## config.mk

```make
export PLATFORM = sky130hd
export DESIGN_NAME = pc_fetch_unit_flat
export DESIGN_NICKNAME = d
export VERILOG_FILES = /design/src/rtl/pc_fetch_unit_pkg.sv /design/src/rtl/pc_fetch_unit_if.sv /design/src/rtl/pc_fetch_unit_if_id_reg.sv /design/src/rtl/pc_fetch_unit.sv /design/src/flat_wrapper.sv
export SDC_FILE = /design/constraint.sdc
export NUM_CORES = 1
export LEC_CHECK = 0
export ABC_AREA = 1
export CAP_MARGIN = 10
export CORE_ASPECT_RATIO = 1.5
export CORE_MARGIN = 2
export CORE_UTILIZATION = 41
export DETAILED_ROUTE_END_ITERATION = 10
export GPL_TIMING_DRIVEN = 0
export PLACE_DENSITY = 0.76
export SLEW_MARGIN = 20
export SYNTH_ARGS = -nofsm -noshare
export SYNTH_HDL_FRONTEND = slang
export SYNTH_SLANG_ARGS = --single-unit
export TNS_END_PERCENT = 30
```

## constraint.sdc

```tcl
create_clock -name clk -period 1.4 [get_ports clk]
set_input_delay 0.28 -clock clk [delete_from_list [all_inputs] [get_ports clk]]
set_output_delay 0.28 -clock clk [all_outputs]
set_load 0.01 [all_outputs]
```

## src/rtl/pc_fetch_unit_pkg.sv

```systemverilog
// pc_fetch_unit_pkg: shared fetch-stage types, reset PC and exception codes
package pc_fetch_unit_pkg;
  localparam logic [31:0] RESET_PC_DEFAULT = 32'h0000_3000;
  localparam logic [4:0] EXC_ADEL = 5'd4;
  typedef enum logic [1:0] {IDLE, REQ, WAIT, HOLD} fetch_state_t;
  function automatic logic pc_misaligned(input logic [31:0] pc);
    return pc[1:0] != 2'b00;
  endfunction
endpackage

```

## src/rtl/pc_fetch_unit_if.sv

```systemverilog
// pc_fetch_unit_if: request/grant/response instruction memory port
interface pc_fetch_unit_if;
  logic        req;
  logic [31:0] addr;
  logic        gnt;
  logic        rvalid;
  logic [31:0] rdata;
  modport master (output req, addr, input gnt, rvalid, rdata);
  modport slave (input req, addr, output gnt, rvalid, rdata);
endinterface

```

## src/rtl/pc_fetch_unit_if_id_reg.sv

```systemverilog
// pc_fetch_unit_if_id_reg: IF/ID pipeline register with stall hold and bubble insertion
module pc_fetch_unit_if_id_reg
  import pc_fetch_unit_pkg::*;
(
  input  logic        clk,
  input  logic        reset_n,
  input  logic        stall,
  input  logic        load,
  input  logic [31:0] instr_in,
  input  logic [31:0] pc_in,
  output logic [31:0] instr,
  output logic [31:0] pc,
  output logic        valid,
  output logic        exc_adel
);
  logic [31:0] instr_q, instr_d, pc_q, pc_d;
  logic        valid_q, valid_d, exc_q, exc_d;
  logic        take;
  assign take = !stall && load;
  always_comb begin
    instr_d = take ? instr_in : instr_q;
    pc_d    = take ? pc_in : pc_q;
    exc_d   = take ? pc_misaligned(pc_in) : exc_q;
    valid_d = stall ? valid_q : load;
  end
  always_ff @(posedge clk or negedge reset_n) begin
    if (!reset_n) begin
      instr_q <= '0;
      pc_q    <= '0;
      valid_q <= 1'b0;
      exc_q   <= 1'b0;
    end else begin
      instr_q <= instr_d;
      pc_q    <= pc_d;
      valid_q <= valid_d;
      exc_q   <= exc_d;
    end
  end
  assign instr    = instr_q;
  assign pc       = pc_q;
  assign valid    = valid_q;
  assign exc_adel = exc_q;
endmodule

```

## src/rtl/pc_fetch_unit.sv

```systemverilog
// pc_fetch_unit: holds fetch PC, fetches words over a req/gnt/rvalid port,
// and hands instruction plus PC to decode through the IF/ID register.
module pc_fetch_unit
  import pc_fetch_unit_pkg::*;
#(
  parameter logic [31:0] RESET_PC = RESET_PC_DEFAULT
) (
  input  logic                   clk,
  input  logic                   reset_n,
  input  logic [31:0]            npc,
  input  logic                   stall_d,
  pc_fetch_unit_if.master        imem,
  output logic [31:0]            pc_f,
  output logic [31:0]            instr_d,
  output logic [31:0]            pc_d,
  output logic                   valid_d,
  output logic                   exc_adel_d
);
  fetch_state_t state_q, state_d;
  logic [31:0]  pc_f_q, pc_f_d, hold_q, hold_d, load_instr;
  logic         load;
  always_comb begin
    state_d = state_q;
    pc_f_d  = pc_f_q;
    hold_d  = hold_q;
    load    = 1'b0;
    case (state_q)
      IDLE: state_d = REQ;
      REQ:  if (imem.gnt) state_d = WAIT;
      WAIT: if (imem.rvalid) begin
        if (stall_d) begin
          hold_d  = imem.rdata;
          state_d = HOLD;
        end else begin
          load    = 1'b1;
          pc_f_d  = npc;
          state_d = REQ;
        end
      end
      HOLD: if (!stall_d) begin
        load    = 1'b1;
        pc_f_d  = npc;
        state_d = REQ;
      end
    endcase
  end
  always_ff @(posedge clk or negedge reset_n) begin
    if (!reset_n) begin
      state_q <= IDLE;
      pc_f_q  <= RESET_PC;
      hold_q  <= '0;
    end else begin
      state_q <= state_d;
      pc_f_q  <= pc_f_d;
      hold_q  <= hold_d;
    end
  end
  assign load_instr = (state_q == HOLD) ? hold_q : imem.rdata;
  assign imem.req   = (state_q == REQ);
  assign imem.addr  = {pc_f_q[31:2], 2'b00};
  assign pc_f       = pc_f_q;
  pc_fetch_unit_if_id_reg u_if_id (
    .clk      (clk),
    .reset_n  (reset_n),
    .stall    (stall_d),
    .load     (load),
    .instr_in (load_instr),
    .pc_in    (pc_f_q),
    .instr    (instr_d),
    .pc       (pc_d),
    .valid    (valid_d),
    .exc_adel (exc_adel_d)
  );
  // read data may only arrive while a granted request is outstanding
  rvalid_in_wait_a: assert property (@(posedge clk) disable iff (!reset_n)
    !(imem.rvalid && (state_q == REQ || state_q == HOLD)));
endmodule

```

## src/flat_wrapper.sv

```systemverilog
// flat-port wrapper written by rule: the top's interface ports become plain ports
module pc_fetch_unit_flat import pc_fetch_unit_pkg::*;
#(
  parameter logic [31:0] RESET_PC = RESET_PC_DEFAULT
)
  (clk, reset_n, npc, stall_d, pc_f, instr_d, pc_d, valid_d, exc_adel_d, imem_req, imem_addr, imem_gnt, imem_rvalid, imem_rdata);
  pc_fetch_unit_if imem_i ();
  input  logic clk;
  input  logic reset_n;
  input  logic [31:0] npc;
  input  logic stall_d;
  output logic [31:0] pc_f;
  output logic [31:0] instr_d;
  output logic [31:0] pc_d;
  output logic valid_d;
  output logic exc_adel_d;
  output wire logic [$bits(imem_i.req)-1:0] imem_req;
  output wire logic [$bits(imem_i.addr)-1:0] imem_addr;
  input wire logic [$bits(imem_i.gnt)-1:0] imem_gnt;
  input wire logic [$bits(imem_i.rvalid)-1:0] imem_rvalid;
  input wire logic [$bits(imem_i.rdata)-1:0] imem_rdata;
  assign imem_req = imem_i.req;
  assign imem_addr = imem_i.addr;
  assign imem_i.gnt = imem_gnt;
  assign imem_i.rvalid = imem_rvalid;
  assign imem_i.rdata = imem_rdata;
  pc_fetch_unit #(.RESET_PC(RESET_PC)) u_core (.clk(clk), .reset_n(reset_n), .npc(npc), .stall_d(stall_d), .imem(imem_i), .pc_f(pc_f), .instr_d(instr_d), .pc_d(pc_d), .valid_d(valid_d), .exc_adel_d(exc_adel_d));
endmodule
```

==> qor.csv, run 1 <==
metric,value,unit
Die W,101,µm
Setup WS post-layout,-126,ps
Synth warnings,0,
most common cell in the netlist,nand2_1,
syn avg cell area,8.41,µm²
RSZ-0062 raised after global routing,yes,
max layer used,met4,
total track usage,22.7,%
Pwr Density,2180,nW/µm²
CTS buffer count,17,
status,finished with violations,
Initial Util,41.6,%
"critical path fanouts, max",10,
core area,13900,µm²
"EDFF count, synth",0,
Hold Crit Class,input port to async pin,
Synth cell types,22,
layout cells sized above 1,24.6,%
largest net degree at the start of global routing,82,
met3 routed WL,566,µm
Final period util,109,%
Final Max Tran Viols,0,
Cells after DPL,1053,
Fmax,0.655,GHz
asr flop ratio synth,100,%
share of the synthesized area in the top cell type,56.1,%
crit path to,u_core.u_if_id.pc[19]$_DFFE_PN0P_,
nature of the critical path endpoint,flop,
max-cap viol count,0,
final wirelength,17000,µm
Layout Nets,1035,
placed cell areas,8010,µm²
CTS tree,yes,
routed len/inst,14.9,µm
Syn Inst Count,689,
"area leader, netlist",dfrtp_1,
GRT overflow,0,
routability cong.,0.818,
vias in the first global route,5300,
initial antenna violation count,0,
CP startpoint,u_core.state_q[1]$_DFFE_PN0P_,
Final Hold Vio Count,0,
Worst Setup Start Kind,flop,
maximum vdd drop,0.000887,V
Syn Std Cell Area,5800,µm²
area delta synth->final,61.4,%
Post-synth top cells,"335 x nand2_1, 130 x dfrtp_1, 57 x o21ai_0, 42 x buf_4, 39 x inv_1",
reg2reg end,u_core.u_if_id.pc[19]$_DFFE_PN0P_,
leakage,4.97,nW
WS Path Type,flop to flop,
Seq cells post-synth,132,
final setup fails,109,
die area,15100,µm²
Worst R2R Start,u_core.state_q[1]$_DFFE_PN0P_,
Die H,150,µm
crit path DAT,1820,ps
via count,5406,
setup_tns,-8590,ps
"top cells by area, synth","dfrtp_1 56%, nand2_1 22%, buf_4 5.4%, o21ai_0 4.9%, nand3_1 2.8%",
CTS max path bufs,2,
met2 WL,9170,µm
WP data required,1690,ps
Antenna Cells,0,
Clock Latency Late Sink,410,ps
first-pass GRT wire length,26600,µm
PortBufs,197,
Sink Count,132,
DRT met1 WL,6690,µm
IO Count,200,
crit path time final,1530,ps
First-pass DRT Iterations,5,
clock root buffer,clkbuf_16,
std cell rows,53,
R2R Setup Slk,-130,ps
DP HPWL,11300,µm
part of the Yosys area used for sequential elements,57.0,%
H-tree Lvls,4,
post-route ant nets,0,
worst hold margin,367,ps
Residual DRC,0,
Initial DRC Count,145,
final core occ,67.2,%
Via density,4.75,
"Top FF cell, synth",dfrtp_1,
Non-Filler Instances,1139,
failing checks,setup timing,
R2R depth,9,
clk slew on worst S/H paths,60,ps
Final Skew,10.6,ps
post-layout instance area,9350,µm²
[routing by layer]
metal,GRT usage (%),up-vias
met1,26.1,2563
li1,-,2640
met5,0,-
met3,3.74,39
met2,40.8,164
met4,10.1,0
[area by class of cell]
class                   count  area [µm²]
well taps                 165         206
clock buffers              19         443
inverters                  42         165
fillers                  1153        4570
repair buffers            270        2600
flip-flops and latches    132        3310
plain buffers              49         477
clock inverters            13         124
multi-input cells         449        2030
[placed cells by master (no fill, tap or decap), types with 28 or more instances in the layout]
master and count:
inv_1 37, o21ai_0 54, buf_4 47, nand3_1 31, dfrtp_1 126, nand2_1 306
nand2_2 28, dlygate4sd2_1 64, buf_6 79, clkdlybuf4s15_1 29, clkdlybuf4s50_1 67
[critical path, stage by stage, from the launching register on]
cell and delay (ps):
dfrtp_2 460, buf_6 140, ha_4 170, nand2_1 80
nand2_2 60, nand2_4 130, inv_8 70, buf_6 140
nand2_1 90, nand2_1 60
[timing repair]
action | 4_1_cts | 5_1_grt
gates resized for setup | 376 | 62
endpoints found under the hold margin | 49 | 0
endpoints found under the setup margin | 260 | 181
setup buffers | 66 | 2
pin swaps | 5 | 2
gates cloned | 3 | 0
hold buffers | 1 | 0
[kinds of logic after synthesis]
family | share of synthesized area, %
compound gates | 5.70
fa+ha+maj | 1.08
buf+inv | 10.6
flops | 57.0
other cells | 0.0647
simple gates | 25.5
[how the worst min path moves through the flow]
stage	to	from	slack, ps	cells past startpoint
5_1_grt	u_core.pc_f[2]$_DFFE_PN0P_	reset_n	400	2
4_1_cts	u_core.u_if_id.instr[10]$_DFFE_PN0P_	reset_n	380	2
6_report	u_core.u_if_id.instr[10]$_DFFE_PN0P_	reset_n	370	2
3_5_place_dp	u_core.u_if_id.instr[10]$_DFFE_PN0P_	reset_n	220	1
3_3_place_gp	u_core.u_if_id.pc[12]$_DFFE_PN0P_	u_core.u_if_id.pc[12]$_DFFE_PN0P_	460	2
2_1_floorplan	u_core.hold_q[0]$_DFFE_PN0P_	reset_n	-20	0
[where the power goes]
group          leakage (nW)  switching, W  internal [W]  total [W]
Clock                 0.271       0.00173       0.00251    0.00424
Sequential             1.65       0.00109       0.00558    0.00667
Combinational          3.05       0.00437       0.00510    0.00947
[registers in the layout (all words and copies together) (netlist names)]
| name | count |
|---|---|
| u_core.u_if_id.exc_adel | 1 |
| u_core.state_q | 2 |
| u_core.u_if_id.pc | 32 |
| u_core.pc_f | 32 |
| u_core.hold_q | 32 |
| u_core.u_if_id.instr | 32 |
| u_core.u_if_id.valid | 1 |
[through the flow]
step	setup WS (ps)	total power [W]
after floorplan	5.92	0.0105
after global placement	-5260	0.0148
after detailed placement	-455	0.0150
after CTS	-154	0.0202
after global routing	-213	0.0217
final	-126	0.0204
(Power assumes the default switching activity.)
==> run 2: changes to the inputs <==
Settings changed: CAP_MARGIN 10 to 20.
==> results of run 2 <==
Final layout, timing and power as in run 1 (identical DEF).
==> run 3: changes to the inputs <==
Settings changed: SLEW_MARGIN 20 to 0.
==> run 3 against run 2 <==
  * The run still ends with setup timing left
  * Sequential share of layout area decreased by 0.23 points
  * Register-to-register slack about the same
  * Sequential cell count unchanged
  * Non-clock buffer count unchanged
  * Sequential power about the same
  * Critical path depth increased by 1
  * Critical endpoint is now u_core.u_if_id.pc[9]$_DFFE_PN0P_
==> qor.csv, run 3 (same netlist as run 1, synthesis figures left out) <==
metric,value,unit,change
reg2reg end,u_core.u_if_id.pc[9]$_DFFE_PN0P_,,
Pwr Density,2170,nW/µm²,-0.47%
failing checks,setup timing,,
Residual DRC,0,,unchanged
CP startpoint,u_core.state_q[0]$_DFFE_PN0P_,,
DP HPWL,11300,µm,about the same
CTS tree,yes,,
Final period util,109,%,+0.19 points
R2R depth,10,,+1
core area,13900,µm²,unchanged
Die H,150,µm,unchanged
Net Switching,0.00726,W,+0.88%
largest net degree at the start of global routing,82,,unchanged
setup_tns,-10510,ps,-1920 ps
final core occ,67.6,%,+0.47 points
CTS buffer count,17,,unchanged
crit path DAT,1830,ps,about the same
First-pass DRT Iterations,4,,-1
total track usage,23.1,%,+0.40 points
crit path time final,1530,ps,+2.67 ps
final wirelength,17300,µm,+1.6%
Worst Setup Start Kind,flop,,
Final Skew,11.1,ps,+0.497 ps
Die W,101,µm,unchanged
FILL cells,1136,,-1.5%
CTS max path bufs,2,,unchanged
WP data required,1700,ps,about the same
post-layout instance area,9420,µm²,+0.70%
Hold Crit Class,input port to async pin,,
status,finished with violations,,
WS Path Type,flop to flop,,
Via density,4.72,,-0.53%
Final Power,0.0204,W,+0.23%
GRT overflow,0,,unchanged
clock root buffer,clkbuf_16,,
Sink Count,132,,unchanged
first-pass GRT wire length,27100,µm,+1.7%
Layout Nets,1036,,+0.097%
die area,15100,µm²,unchanged
Comb power frac,46.5,%,about the same
via count,5382,,-0.44%
Setup WS post-layout,-129,ps,-2.67 ps
maximum vdd drop,0.000890,V,+0.39%
RSZ-0062 raised after global routing,yes,,
Final Max Tran Viols,0,,unchanged
R2R Setup Slk,-130,ps,about the same
max-cap viol count,0,,unchanged
Fmax,0.654,GHz,-0.17%
std cell rows,53,,unchanged
actual slew at the worst max-slew pin,510,ps,
Initial DRC Count,157,,+8.3%
H-tree Lvls,4,,unchanged
initial antenna violation count,0,,unchanged
Final Hold Vio Count,0,,unchanged
"most common cell after layout, fill and taps aside",nand2_1,,
Clock power frac,20.8,%,about the same
nature of the critical path endpoint,flop,,
routed len/inst,15.1,µm,+1.5%
layout cells sized above 1,26.6,%,+1.9 points
placed cell areas,8010,µm²,about the same
area delta synth->final,62.5,%,
Pint,0.0132,W,-0.13%
"commonest non-fill, non-tap cells in the layout","292 x nand2_1, 125 x dfrtp_1, 73 x buf_6",,
PortBufs,197,,unchanged
vias in the first global route,5351,,+0.96%
post-route ant nets,0,,unchanged
Seq pwr share,32.7,%,about the same
Worst R2R Start,u_core.state_q[0]$_DFFE_PN0P_,,
Clock Latency Late Sink,410,ps,about the same
routability cong.,0.818,,unchanged
final setup fails,143,,+31%
leakage,4.98,nW,about the same
Worst slew margin,65.9,%,
crit path to,u_core.u_if_id.pc[9]$_DFFE_PN0P_,,
switching part of the total,35.5,%,+0.23 points
IO Count,200,,unchanged
"critical path fanouts, max",10,,unchanged
Initial Util,41.6,%,unchanged
Antenna Cells,0,,unchanged
clk slew on worst S/H paths,60,ps,about the same
==> run 3: cell types whose count changed in the layout (fill, tap and decap cells not counted), sizes merged <==
cell           change
clkdlybuf4s15      +1
clkbuf             +2
dlygate4sd2        -4
nand3              +1
buf                +1
==> run 3: power groups by stage <==
stage	Sequential, W	Combinational (W)	Clock (W)
global placement	0.00678	0.00806	0
global route	0.00690	0.0103	0.00449
detailed placement	0.00680	0.00822	0
floorplan	0.00721	0.00326	0
CTS	0.00664	0.00937	0.00430
finish	0.00669	0.00951	0.00424
==> run 3: per-layer routing <==
metal	wire length, µm	vias up	track usage, %	share of wire (%)
met5	0	-	0	0
met4	388	0	9.39	2.2
met3	597	23	3.60	3.5
met2	9600	155	42.4	56
met1	6680	2550	26.3	39
li1	-	2654	-	-
==> run 3: repair_timing <==
action	CTS	global route
setup endpoints to repair	260	184
resized for setup	386	87
pin swaps	6	8
cloned	6	0
hold endpoints to repair	49	0
setup buffers	70	1
hold buffers	1	0
==> run 3: area by class of cell <==
| type | instances | area, µm² | share of cell area [%] |
|---|---|---|---|
| inverter | 42 | 168 | 1.78 |
| sequential | 132 | 3310 | 35.2 |
| timing repair buffer | 272 | 2590 | 27.5 |
| tap | 165 | 206 | 2.19 |
| multi-input combinational | 450 | 2090 | 22.2 |
| clock buffer | 19 | 443 | 4.70 |
| clock inverter | 13 | 124 | 1.32 |
| buffer | 47 | 477 | 5.06 |
==> run 3: critical path, cell delays in order, from the launching register on <==
cell and delay (ps):
dfrtp_1 390, buf_6 140, inv_4 60, ha_4 160, nand2_2 60, nand2_2 100, nand2_4 90, buf_12 160
buf_8 140, nand2_1 70, nand2_1 50
==> run 3: how the worst min path moves through the flow <==
| stage | endpoint | cells after the start | slack [ps] | start |
|---|---|---|---|---|
| 5_1_grt | u_core.pc_f[15]$_DFFE_PN0P_ | 3 | 420 | npc[15] |
| 6_report | u_core.u_if_id.pc[5]$_DFFE_PN0P_ | 2 | 410 | reset_n |
| 3_3_place_gp | u_core.u_if_id.pc[12]$_DFFE_PN0P_ | 2 | 460 | u_core.u_if_id.pc[12]$_DFFE_PN0P_ |
| 3_5_place_dp | u_core.u_if_id.instr[10]$_DFFE_PN0P_ | 1 | 270 | reset_n |
| 2_1_floorplan | u_core.hold_q[0]$_DFFE_PN0P_ | 0 | -20 | reset_n |
| 4_1_cts | u_core.u_if_id.instr[10]$_DFFE_PN0P_ | 2 | 390 | reset_n |
==> run 3: per-stage QoR <==
| stage | instances | hold WS [ps] | setup WS (ps) |
|---|---|---|---|
| 4_1_cts | 1144 | 393 | -192 |
| 5_1_grt | 1140 | 424 | -185 |
| 3_5_place_dp | 1053 | 270 | -470 |
| 3_3_place_gp | 1052 | 461 | -5260 |
| 6_report | 1140 | 410 | -129 |
| 2_1_floorplan | 690 | -15.6 | 5.92 |
